`src/rtl/rx_psdu_extractor_pkg.sv`:
```
// rtl/rx_psdu_extractor_pkg.sv - shared constants and state type for the PSDU extractor
package rx_pkg;

    localparam int SERVICE_BITS       = 16;
    localparam int SCRAMBLE_INIT_BITS = 7;
    localparam int DEF_LEN_W          = 12;

    typedef enum logic [1:0] {
        IDLE,
        SERVICE,
        DATA,
        DRAIN
    } rx_ext_state_t;

endpackage

```
`src/rtl/rx_psdu_extractor_if.sv`:
```
// rtl/rx_psdu_extractor_if.sv - bit-stream input and octet output bundle of the PSDU extractor
interface rx_psdu_extractor_if
    import rx_pkg::*;
#(
    parameter int LEN_W = DEF_LEN_W
);

    logic             start;
    logic [LEN_W-1:0] length;
    logic             bit_in;
    logic             bit_valid;
    logic [7:0]       byte_out;
    logic             byte_valid;
    logic             last;
    logic             done;
    logic             service_err;
    logic             busy;

    modport master (
        output start, length, bit_in, bit_valid,
        input  byte_out, byte_valid, last, done, service_err, busy
    );

    modport slave (
        input  start, length, bit_in, bit_valid,
        output byte_out, byte_valid, last, done, service_err, busy
    );

endinterface

```
`src/rtl/rx_psdu_extractor_bit_to_byte.sv`:
```
// rtl/rx_psdu_extractor_bit_to_byte.sv - LSB-first serial to octet packer with registered strobe
module bit_to_byte (
    input  logic       clk,
    input  logic       rst,
    input  logic       clr,
    input  logic       bit_valid,
    input  logic       bit_in,
    output logic [7:0] byte_out,
    output logic       byte_rdy,
    output logic       octet_end
);

    logic [7:0] shift_q, shift_d;
    logic [2:0] idx_q, idx_d;
    logic [7:0] byte_out_q, byte_out_d;
    logic       byte_rdy_q, byte_rdy_d;

    // The bit arriving now completes an octet; lets the owner count octets in step with the strobe
    assign octet_end = bit_valid && !clr && (idx_q == 3'd7);

    // Shift new bits in from the top so the first bit ends up at bit 0 after eight shifts
    always_comb begin
        shift_d    = shift_q;
        idx_d      = idx_q;
        byte_out_d = byte_out_q;
        byte_rdy_d = 1'b0;
        if (clr) begin
            shift_d = 8'd0;
            idx_d   = 3'd0;
        end else if (bit_valid) begin
            shift_d = {bit_in, shift_q[7:1]};
            idx_d   = idx_q + 3'd1;
            if (idx_q == 3'd7) begin
                byte_out_d = {bit_in, shift_q[7:1]};
                byte_rdy_d = 1'b1;
            end
        end
    end

    // Packer state; the output octet is held until the next one completes
    always_ff @(posedge clk) begin
        if (rst) begin
            shift_q    <= 8'd0;
            idx_q      <= 3'd0;
            byte_out_q <= 8'd0;
            byte_rdy_q <= 1'b0;
        end else begin
            shift_q    <= shift_d;
            idx_q      <= idx_d;
            byte_out_q <= byte_out_d;
            byte_rdy_q <= byte_rdy_d;
        end
    end

    assign byte_out = byte_out_q;
    assign byte_rdy = byte_rdy_q;

endmodule

```
`src/rtl/rx_psdu_extractor.sv`:
```
// rtl/rx_psdu_extractor.sv - strips SERVICE, packs LENGTH PSDU octets and drops tail/pad bits
module rx_psdu_extractor
    import rx_pkg::*;
#(
    parameter int LEN_W = DEF_LEN_W
) (
    input logic                clk,
    input logic                rst,
    rx_psdu_extractor_if.slave bus
);

    localparam logic [3:0] SVC_LAST  = 4'(SERVICE_BITS - 1);
    localparam logic [3:0] INIT_BITS = 4'(SCRAMBLE_INIT_BITS);

    rx_ext_state_t    state_q, state_d;
    logic [LEN_W-1:0] len_q, len_d;
    logic [LEN_W-1:0] oct_cnt_q, oct_cnt_d;
    logic [LEN_W-1:0] oct_cnt_inc;
    logic [3:0]       svc_cnt_q, svc_cnt_d;
    logic             service_err_q, service_err_d;
    logic             last_q, last_d;
    logic             done_q, done_d;
    logic             busy_q, busy_d;

    logic             data_bit_valid;
    logic             octet_end;
    logic             byte_rdy;
    logic [7:0]       byte_val;

    // A start always wins over a coincident bit, so the packer never sees that bit
    assign data_bit_valid = bus.bit_valid && !bus.start && (state_q == DATA);
    assign oct_cnt_inc    = oct_cnt_q + 1'b1;

    bit_to_byte u_bit_to_byte (
        .clk       (clk),
        .rst       (rst),
        .clr       (bus.start),
        .bit_valid (data_bit_valid),
        .bit_in    (bus.bit_in),
        .byte_out  (byte_val),
        .byte_rdy  (byte_rdy),
        .octet_end (octet_end)
    );

    // Packet sequencing: SERVICE skip and check, octet counting, end-of-packet strobes
    always_comb begin
        state_d       = state_q;
        len_d         = len_q;
        oct_cnt_d     = oct_cnt_q;
        svc_cnt_d     = svc_cnt_q;
        service_err_d = service_err_q;
        last_d        = 1'b0;
        done_d        = 1'b0;
        busy_d        = done_q ? 1'b0 : busy_q;

        if (bus.start) begin
            state_d       = SERVICE;
            len_d         = bus.length;
            oct_cnt_d     = '0;
            svc_cnt_d     = 4'd0;
            service_err_d = 1'b0;
            busy_d        = 1'b1;
        end else begin
            case (state_q)
                SERVICE: begin
                    if (bus.bit_valid) begin
                        svc_cnt_d = svc_cnt_q + 4'd1;
                        if ((svc_cnt_q < INIT_BITS) && bus.bit_in) begin
                            service_err_d = 1'b1;
                        end
                        if (svc_cnt_q == SVC_LAST) begin
                            if (len_q != '0) begin
                                state_d = DATA;
                            end else begin
                                done_d  = 1'b1;
                                state_d = DRAIN;
                            end
                        end
                    end
                end
                DATA: begin
                    if (octet_end) begin
                        oct_cnt_d = oct_cnt_inc;
                        if (oct_cnt_inc == len_q) begin
                            last_d  = 1'b1;
                            done_d  = 1'b1;
                            state_d = DRAIN;
                        end
                    end
                end
                default: begin
                end
            endcase
        end
    end

    // Control state registers
    always_ff @(posedge clk) begin
        if (rst) begin
            state_q       <= IDLE;
            len_q         <= '0;
            oct_cnt_q     <= '0;
            svc_cnt_q     <= 4'd0;
            service_err_q <= 1'b0;
            last_q        <= 1'b0;
            done_q        <= 1'b0;
            busy_q        <= 1'b0;
        end else begin
            state_q       <= state_d;
            len_q         <= len_d;
            oct_cnt_q     <= oct_cnt_d;
            svc_cnt_q     <= svc_cnt_d;
            service_err_q <= service_err_d;
            last_q        <= last_d;
            done_q        <= done_d;
            busy_q        <= busy_d;
        end
    end

    assign bus.byte_out    = byte_val;
    assign bus.byte_valid  = byte_rdy;
    assign bus.last        = last_q;
    assign bus.done        = done_q;
    assign bus.service_err = service_err_q;
    assign bus.busy        = busy_q;

endmodule

```
`src/flat_wrapper.sv`:
```
// flat-port wrapper written by rule: the top's interface ports become plain ports
module rx_psdu_extractor_flat import rx_pkg::*;
#(
    parameter int LEN_W = DEF_LEN_W
)
  (clk, rst, bus_start, bus_length, bus_bit_in, bus_bit_valid, bus_byte_out, bus_byte_valid, bus_last, bus_done, bus_service_err, bus_busy);
  rx_psdu_extractor_if #(.LEN_W(LEN_W)) bus_i ();
  input logic clk;
  input logic rst;
  input wire logic [$bits(bus_i.start)-1:0] bus_start;
  input wire logic [$bits(bus_i.length)-1:0] bus_length;
  input wire logic [$bits(bus_i.bit_in)-1:0] bus_bit_in;
  input wire logic [$bits(bus_i.bit_valid)-1:0] bus_bit_valid;
  output wire logic [$bits(bus_i.byte_out)-1:0] bus_byte_out;
  output wire logic [$bits(bus_i.byte_valid)-1:0] bus_byte_valid;
  output wire logic [$bits(bus_i.last)-1:0] bus_last;
  output wire logic [$bits(bus_i.done)-1:0] bus_done;
  output wire logic [$bits(bus_i.service_err)-1:0] bus_service_err;
  output wire logic [$bits(bus_i.busy)-1:0] bus_busy;
  assign bus_i.start = bus_start;
  assign bus_i.length = bus_length;
  assign bus_i.bit_in = bus_bit_in;
  assign bus_i.bit_valid = bus_bit_valid;
  assign bus_byte_out = bus_i.byte_out;
  assign bus_byte_valid = bus_i.byte_valid;
  assign bus_last = bus_i.last;
  assign bus_done = bus_i.done;
  assign bus_service_err = bus_i.service_err;
  assign bus_busy = bus_i.busy;
  rx_psdu_extractor #(.LEN_W(LEN_W)) u_core (.clk(clk), .rst(rst), .bus(bus_i));
endmodule
```
`config.mk`:
```
export PLATFORM = sky130hd
export DESIGN_NAME = rx_psdu_extractor_flat
export DESIGN_NICKNAME = d
export VERILOG_FILES = /design/src/rtl/rx_psdu_extractor_pkg.sv /design/src/rtl/rx_psdu_extractor_if.sv /design/src/rtl/rx_psdu_extractor_bit_to_byte.sv /design/src/rtl/rx_psdu_extractor.sv /design/src/flat_wrapper.sv
export SDC_FILE = /design/constraint.sdc
export NUM_CORES = 1
export LEC_CHECK = 0
export CAP_MARGIN = 20
export CORE_ASPECT_RATIO = 1.2
export CORE_MARGIN = 8
export CORE_UTILIZATION = 25
export DETAILED_ROUTE_END_ITERATION = 7
export DONT_BUFFER_PORTS = 1
export PLACE_DENSITY = 0.45
export SLEW_MARGIN = 20
export SYNTH_ARGS = -nofsm -noshare
export SYNTH_HDL_FRONTEND = slang
export SYNTH_SLANG_ARGS = --single-unit
```
`constraint.sdc`:
```
create_clock -name clk -period 3.1 [get_ports clk]
set_input_delay 0.465 -clock clk [delete_from_list [all_inputs] [get_ports clk]]
set_output_delay 0.465 -clock clk [all_outputs]
set_load 0.02 [all_outputs]
```
==> results of run 1 <==
==> final timing paths <==
check,start,end,slack [ns],depth (start not counted)
min reg2reg,u_core.u_bit_to_byte.shift_q[1]$_SDFFE_PP0P_,u_core.u_bit_to_byte.byte_out[0]$_SDFFE_PP0P_,0.46,2
max,u_core.oct_cnt_q[0]$_SDFFE_PP0P_,u_core.bus.done$_SDFF_PP0_,0.56,6
min,rst,u_core.u_bit_to_byte.byte_out[1]$_SDFFE_PP0P_,0.22,1
max reg2reg,u_core.oct_cnt_q[0]$_SDFFE_PP0P_,u_core.bus.done$_SDFF_PP0_,0.56,6
==> per-stage QoR <==
| step | hold WS [ns] | utilization [%] |
|---|---|---|
| after floorplan | 0.426 | - |
| after global placement | 0.445 | 26.3 |
| after detailed placement | 0.447 | 26.3 |
| after CTS | 0.221 | 27.8 |
| after global routing | 0.212 | 27.8 |
| final | 0.224 | 27.8 |
==> routing by layer <==
| layer | wire length (um) | vias up |
|---|---|---|
| li1 | - | 1024 |
| met1 | 2760 | 930 |
| met2 | 2860 | 40 |
| met3 | 320 | 6 |
| met4 | 67 | 0 |
| met5 | 0 | - |
==> critical path: stages (launching register included) <==
cell,delay [ns]
dfxtp_1,0.46
ha_1,0.38
nand4b_1,0.13
a2111oi_0,0.56
o211ai_1,0.17
or4_4,0.56
a211oi_2,0.18
==> where the power goes <==
group	switching (mW)	total (mW)	internal (mW)	leakage, nW
Clock	0.281	0.592	0.310	0.0763
Sequential	0.0147	0.707	0.692	0.430
Combinational	0.0296	0.0574	0.0278	0.402
==> kinds of logic after synthesis <==
family,Yosys count
muxes,13
buffers and inverters,25
xor gates and xnor gates,27
and+or+nand+nor,131
adders and majority gates,6
DFF,53
AOI/OAI and AO/OA,48
==> cells in the final DEF, fill, tap and decap left out, types with 8 or more instances in the layout <==
cell	n
nand2_1	46
dfxtp_1	53
nor2_1	38
nor3_1	8
nand3_1	11
a21oi_1	24
xor2_1	11
xnor2_1	16
mux2i_1	13
==> registers in the layout, summed over array words and instances, names as in the netlist <==
signal                         count
u_core.bus.done                    1
u_core.u_bit_to_byte.byte_rdy      1
u_core.u_bit_to_byte.idx_q         3
u_core.u_bit_to_byte.shift_q       7
u_core.len_q                      12
u_core.u_bit_to_byte.byte_out      8
u_core.bus.service_err             1
u_core.svc_cnt_q                   4
u_core.oct_cnt_q                  12
u_core.state_q                     2
u_core.bus.last                    1
u_core.bus.busy                    1
==> synth_stat cells, types with 2 or more instances <==
library cell / number / area [um2]
and2_1: 3 / 18.8
buf_4: 3 / 22.5
nor3_1: 8 / 40.0
ha_1: 6 / 75.1
and3_1: 2 / 12.5
nand4_1: 3 / 18.8
nand2_1: 46 / 173
mux2i_1: 13 / 130
nand4b_1: 2 / 17.5
a2111oi_0: 2 / 17.5
xor2_1: 11 / 96.3
or3_1: 2 / 12.5
buf_2: 4 / 20.0
inv_1: 6 / 22.5
xnor2_1: 16 / 140
o211ai_1: 2 / 15.0
nor2_1: 38 / 143
a31oi_1: 4 / 25.0
clkbuf_1: 11 / 41.3
nor4_1: 5 / 31.3
o21ai_0: 5 / 25.0
a211o_1: 2 / 17.5
a21oi_1: 24 / 120
or2_2: 3 / 18.8
dfxtp_1: 53 / 1060
nand3_1: 11 / 55.1
a311oi_1: 2 / 17.5
==> final cells by class <==
class | count | area [um2] | area share [%]
flip-flops and latches | 53 | 1060 | 38.3
clock buffers | 5 | 125 | 4.52
repair buffers | 2 | 15.0 | 0.542
clock inverters | 3 | 28.8 | 1.04
multi-input cells | 225 | 1360 | 49.1
well taps | 126 | 158 | 5.69
inverters | 6 | 22.5 | 0.813
==> results.toml, run 1 <==
[place]
dpl.hpwl_um = 4300
dpl_cell_area_um2 = 2620
place_ws_ns = 0.590
dp.cells = 412
gp_congestion = 0.823
portBuffers = 0

[logic_synthesis]
synthFlopType = "dfxtp_1"
async_flop_share_pct = 0
syn-instance-count = 303
ys_types = 43
synth_enable_flop_cells = 0
syn_avg_cell_area_um2 = 8.35
synth_xor_area_share_pct = 9.35
synth_top_family_by_area = "simple AND/OR/NAND/NOR gates"
synthSimpleGateAreaFrac_pct = 24.1
ys_ff_latch = 53
ys_warn_count = 0
synthAdderAreaFrac_pct = 2.97
ys_seq_area_share_pct = 41.9
syn_area_um2 = 2530
syn-num-nets = 326
synth_compound_area_share_pct = 12.1
synthMuxAreaShare_pct = 5.14

[grt]
grt_pass1_vias = 1867
grt_usage_pct = 8.95
use_met2_pct = 14.0
grt_max_degree = 31
use_met3_pct = 2.60
grt_pass1_wl_um = 9920
grt_util_met1_pct = 11.6
busiest_layer = "met2"
grt_overflow = 0
grt_antenna_before_repair = 0

[layout]
nFillCells = 1068
nets = 316
area.growth.synth_to_final_pct = 9.45
drive_gt1_share_pct = 6.46
design_area_um2 = 2770
fin_cells = 420
num_antenna_cells = 0

[routing]
wl_per_cell_um = 14.3
drt_pass1_iterations = 4
viasPerCell = 4.76
postRouteAntennaNets = 0
drc = 0
drt_iter0_markers = 72
drt_wl_total_um = 6000
via_count = 2000

[cts]
tritoncts = "done"
cts_hold_buf = 0
ctsHtreeMaxLevel = 2
cts_made_buffers = 5
cts_resized = 0
clk_pin_slew_ns = 0.08
root_buffer = "clkbuf_16"
insertion_delay_ns = 0.29
clock-sinks = 53
clockBufferDepth = 2
cts_setup_buffers = 0

[worst_setup_path]
worstSetupPathType = "flip-flop to flip-flop"
cp_max_fo = 10
cp_data_arrival_time_ns = 2.75
cp-start-kind = "flip-flop"
crit_required_ns = 3.31
crit_path_end_kind = "flip-flop"

[power]
p_leak_nw = 0.909
p_total_mw = 1.36
vdd.ir_drop.worst_mv = 0.207
power.density_nw_per_um2 = 490

[die]
die_y_um = 126
coreArea_um2 = 9960
die_w_um = 108
start_util_pct = 25.4
dieArea_um2 = 13600
num_rows = 40
num_io_pins = 30

[timing]
period_share_pct = 81.8
period_needed_ns = 2.54
worstMarginPinSlew_ns = 0.609
finalSetupViolations = 0
drv_slew = 0
rsz0062_at_grt = "no"
skew_ns = 0.00999
fmax_ghz = 0.394
setup_tns_ns = 0
slew_headroom_pct = 59.4
hold_viol_final = 0
finalWorstSetupSlack_ns = 0.564

[hold_path]
hp-class = "input port to flip-flop"

[outcome]
status = "completed"

[job]
cap_violations = 0
Power figures use the tool's default switching activity.
==> run 2, diff against run 1 <==
--- a/config.mk
+++ b/config.mk
@@ -11,7 +11,7 @@
 export CORE_UTILIZATION = 25
 export DETAILED_ROUTE_END_ITERATION = 7
 export DONT_BUFFER_PORTS = 1
-export PLACE_DENSITY = 0.45
+export PLACE_DENSITY = 0.47
 export SLEW_MARGIN = 20
 export SYNTH_ARGS = -nofsm -noshare
 export SYNTH_HDL_FRONTEND = slang
==> constraint.sdc (replaced) <==
create_clock -name clk -period 2.1 [get_ports clk]
set_input_delay 0.315 -clock clk [delete_from_list [all_inputs] [get_ports clk]]
set_output_delay 0.315 -clock clk [all_outputs]
set_load 0.02 [all_outputs]
==> results.toml, run 2 (synthesis results as in run 1) <==
[outcome]
status = "completed"

[power]
vdd.ir_drop.worst_mv = 0.318
p_int_mw = 1.63
seqPwrFrac_pct = 50.0
p_switching_mw = 0.451
p_comb_share_pct = 4.6
p_leak_nw = 1.05
p_total_mw = 2.08
swShare_pct = 21.7
clock_power_share_pct = 45.4
power.density_nw_per_um2 = 683

[routing]
drt_wl_total_um = 6480
postRouteAntennaNets = 0
wl_met1_um = 2840
dr_wl_met2_um = 3250
wl_per_cell_um = 14.6
top_layer_used = "met4"
drc = 0
drt_iter0_markers = 104
via_count = 2072
wl_met3_um = 330
drt_pass1_iterations = 4
viasPerCell = 4.67

[die]
die_y_um = 126
start_util_pct = 25.4
num_rows = 40
die_w_um = 108
coreArea_um2 = 9960
num_io_pins = 30
dieArea_um2 = 13600

[timing]
fin_hold_ws_ns = 0.0844
setup_tns_ns = 0
period_needed_ns = 2.07
slew_headroom_pct = 57.9
rsz0062_at_grt = "yes"
fmax_ghz = 0.483
drv_slew = 0
worstMarginPinSlew_ns = 0.632
finalSetupViolations = 0
hold_viol_final = 0
skew_ns = 0.00621
period_share_pct = 98.6

[grt]
grt_usage_pct = 9.53
grt_max_degree = 31
grt_pass1_vias = 2017
grt_antenna_before_repair = 0
grt_overflow = 0
grt_pass1_wl_um = 10400

[worst_setup_path]
cp_max_fo = 6
r2r_start = "u_core.oct_cnt_q[0]$_SDFFE_PP0P_"
rr_endpoint = "u_core.bus.done$_SDFF_PP0_"
startpoint = "u_core.oct_cnt_q[0]$_SDFFE_PP0P_"
r2r_slack_ns = 0.03
crit_path_end_kind = "flip-flop"
worstSetupPathType = "flip-flop to flip-flop"
cp-start-kind = "flip-flop"
critPathCapture = "u_core.bus.done$_SDFF_PP0_"
crit_required_ns = 2.31
reg2reg_depth = 7
cp_data_arrival_time_ns = 2.28

[cts]
ctsHtreeMaxLevel = 2
clock-sinks = 53
insertion_delay_ns = 0.29
cts_made_buffers = 5
root_buffer = "clkbuf_16"
clk_pin_slew_ns = 0.07
tritoncts = "done"
cts_setup_buffers = 0
clockBufferDepth = 2

[place]
portBuffers = 0
dpl.hpwl_um = 4730
dpl_cell_area_um2 = 2810
gp_congestion = 0.846

[layout]
register_area_um2 = 1070
num_antenna_cells = 0
nFillCells = 1018
final_core_util_pct = 30.7
design_area_um2 = 3050
final_cell_mix = "nand2_1, dfxtp_1, nor2_1"
area.growth.synth_to_final_pct = 20.7
nets = 340
multi_input_comb_area_um2 = 1430
drive_gt1_share_pct = 17.9

[job]
cap_violations = 0

[hold_path]
hp-class = "input port to flip-flop"
[run 2: how the worst min path moves through the flow]
stage,cells past startpoint,slack [ns],from,to
4_1_cts,1,0.08,rst,u_core.u_bit_to_byte.byte_out[2]$_SDFFE_PP0P_
5_1_grt,1,0.07,rst,u_core.u_bit_to_byte.byte_out[2]$_SDFFE_PP0P_
6_report,1,0.08,rst,u_core.u_bit_to_byte.byte_out[4]$_SDFFE_PP0P_
3_5_place_dp,1,0.39,rst,u_core.u_bit_to_byte.byte_out[4]$_SDFFE_PP0P_
2_1_floorplan,1,0.38,rst,u_core.u_bit_to_byte.byte_out[0]$_SDFFE_PP0P_
3_3_place_gp,1,0.39,rst,u_core.u_bit_to_byte.byte_out[7]$_SDFFE_PP0P_
[run 2: area by class of cell]
class / instances / share of cell area (%)
Clock buffer: 6 / 4.22
Clock inverter: 2 / 1.27
Inverter: 6 / 0.738
Multi-Input combinational cell: 225 / 47.0
Sequential cell: 53 / 35.1
Tap cell: 126 / 5.16
Timing Repair Buffer: 26 / 6.52
[run 2: metrics by stage]
step | worst slack (ns) | std cells
5_1_grt | -0.0480 | 444
2_1_floorplan | 0.00713 | 303
3_5_place_dp | -0.00111 | 436
4_1_cts | 0.00403 | 444
6_report | 0.0289 | 444
3_3_place_gp | 0.0190 | 436
[run 2: power groups by stage]
stage	combinational [mW]	sequential [mW]	clock, mW
after detailed placement	0.0914	1.06	0
after global routing	0.105	1.04	1.01
after global placement	0.0926	1.07	0
final	0.0964	1.04	0.945
after floorplan	0.0823	1.06	0
after CTS	0.0923	1.04	0.966
[run 2: metal layers]
| metal | vias to the layer above | track usage, % |
|---|---|---|
| li1 | 1070 | - |
| met1 | 969 | 11.4 |
| met5 | - | 0 |
| met4 | 0 | 2.45 |
| met2 | 29 | 16.0 |
| met3 | 4 | 2.81 |
[run 2: what timing repair did]
item                                    in CTS  in global routing
pin swaps                                    1                  2
hold buffers                                 0                  0
resized for setup                            2                 14
endpoints found under the setup margin       1                  4
gates cloned                                 0                  0
[run 2: critical path: stages (launching register included)]
cell and delay, ns:
dfxtp_4 0.37, ha_4 0.18, and2_1 0.17, o21ai_1 0.12, a21oi_1 0.10, or3_1 0.35, or4_4 0.53, a211oi_2 0.18
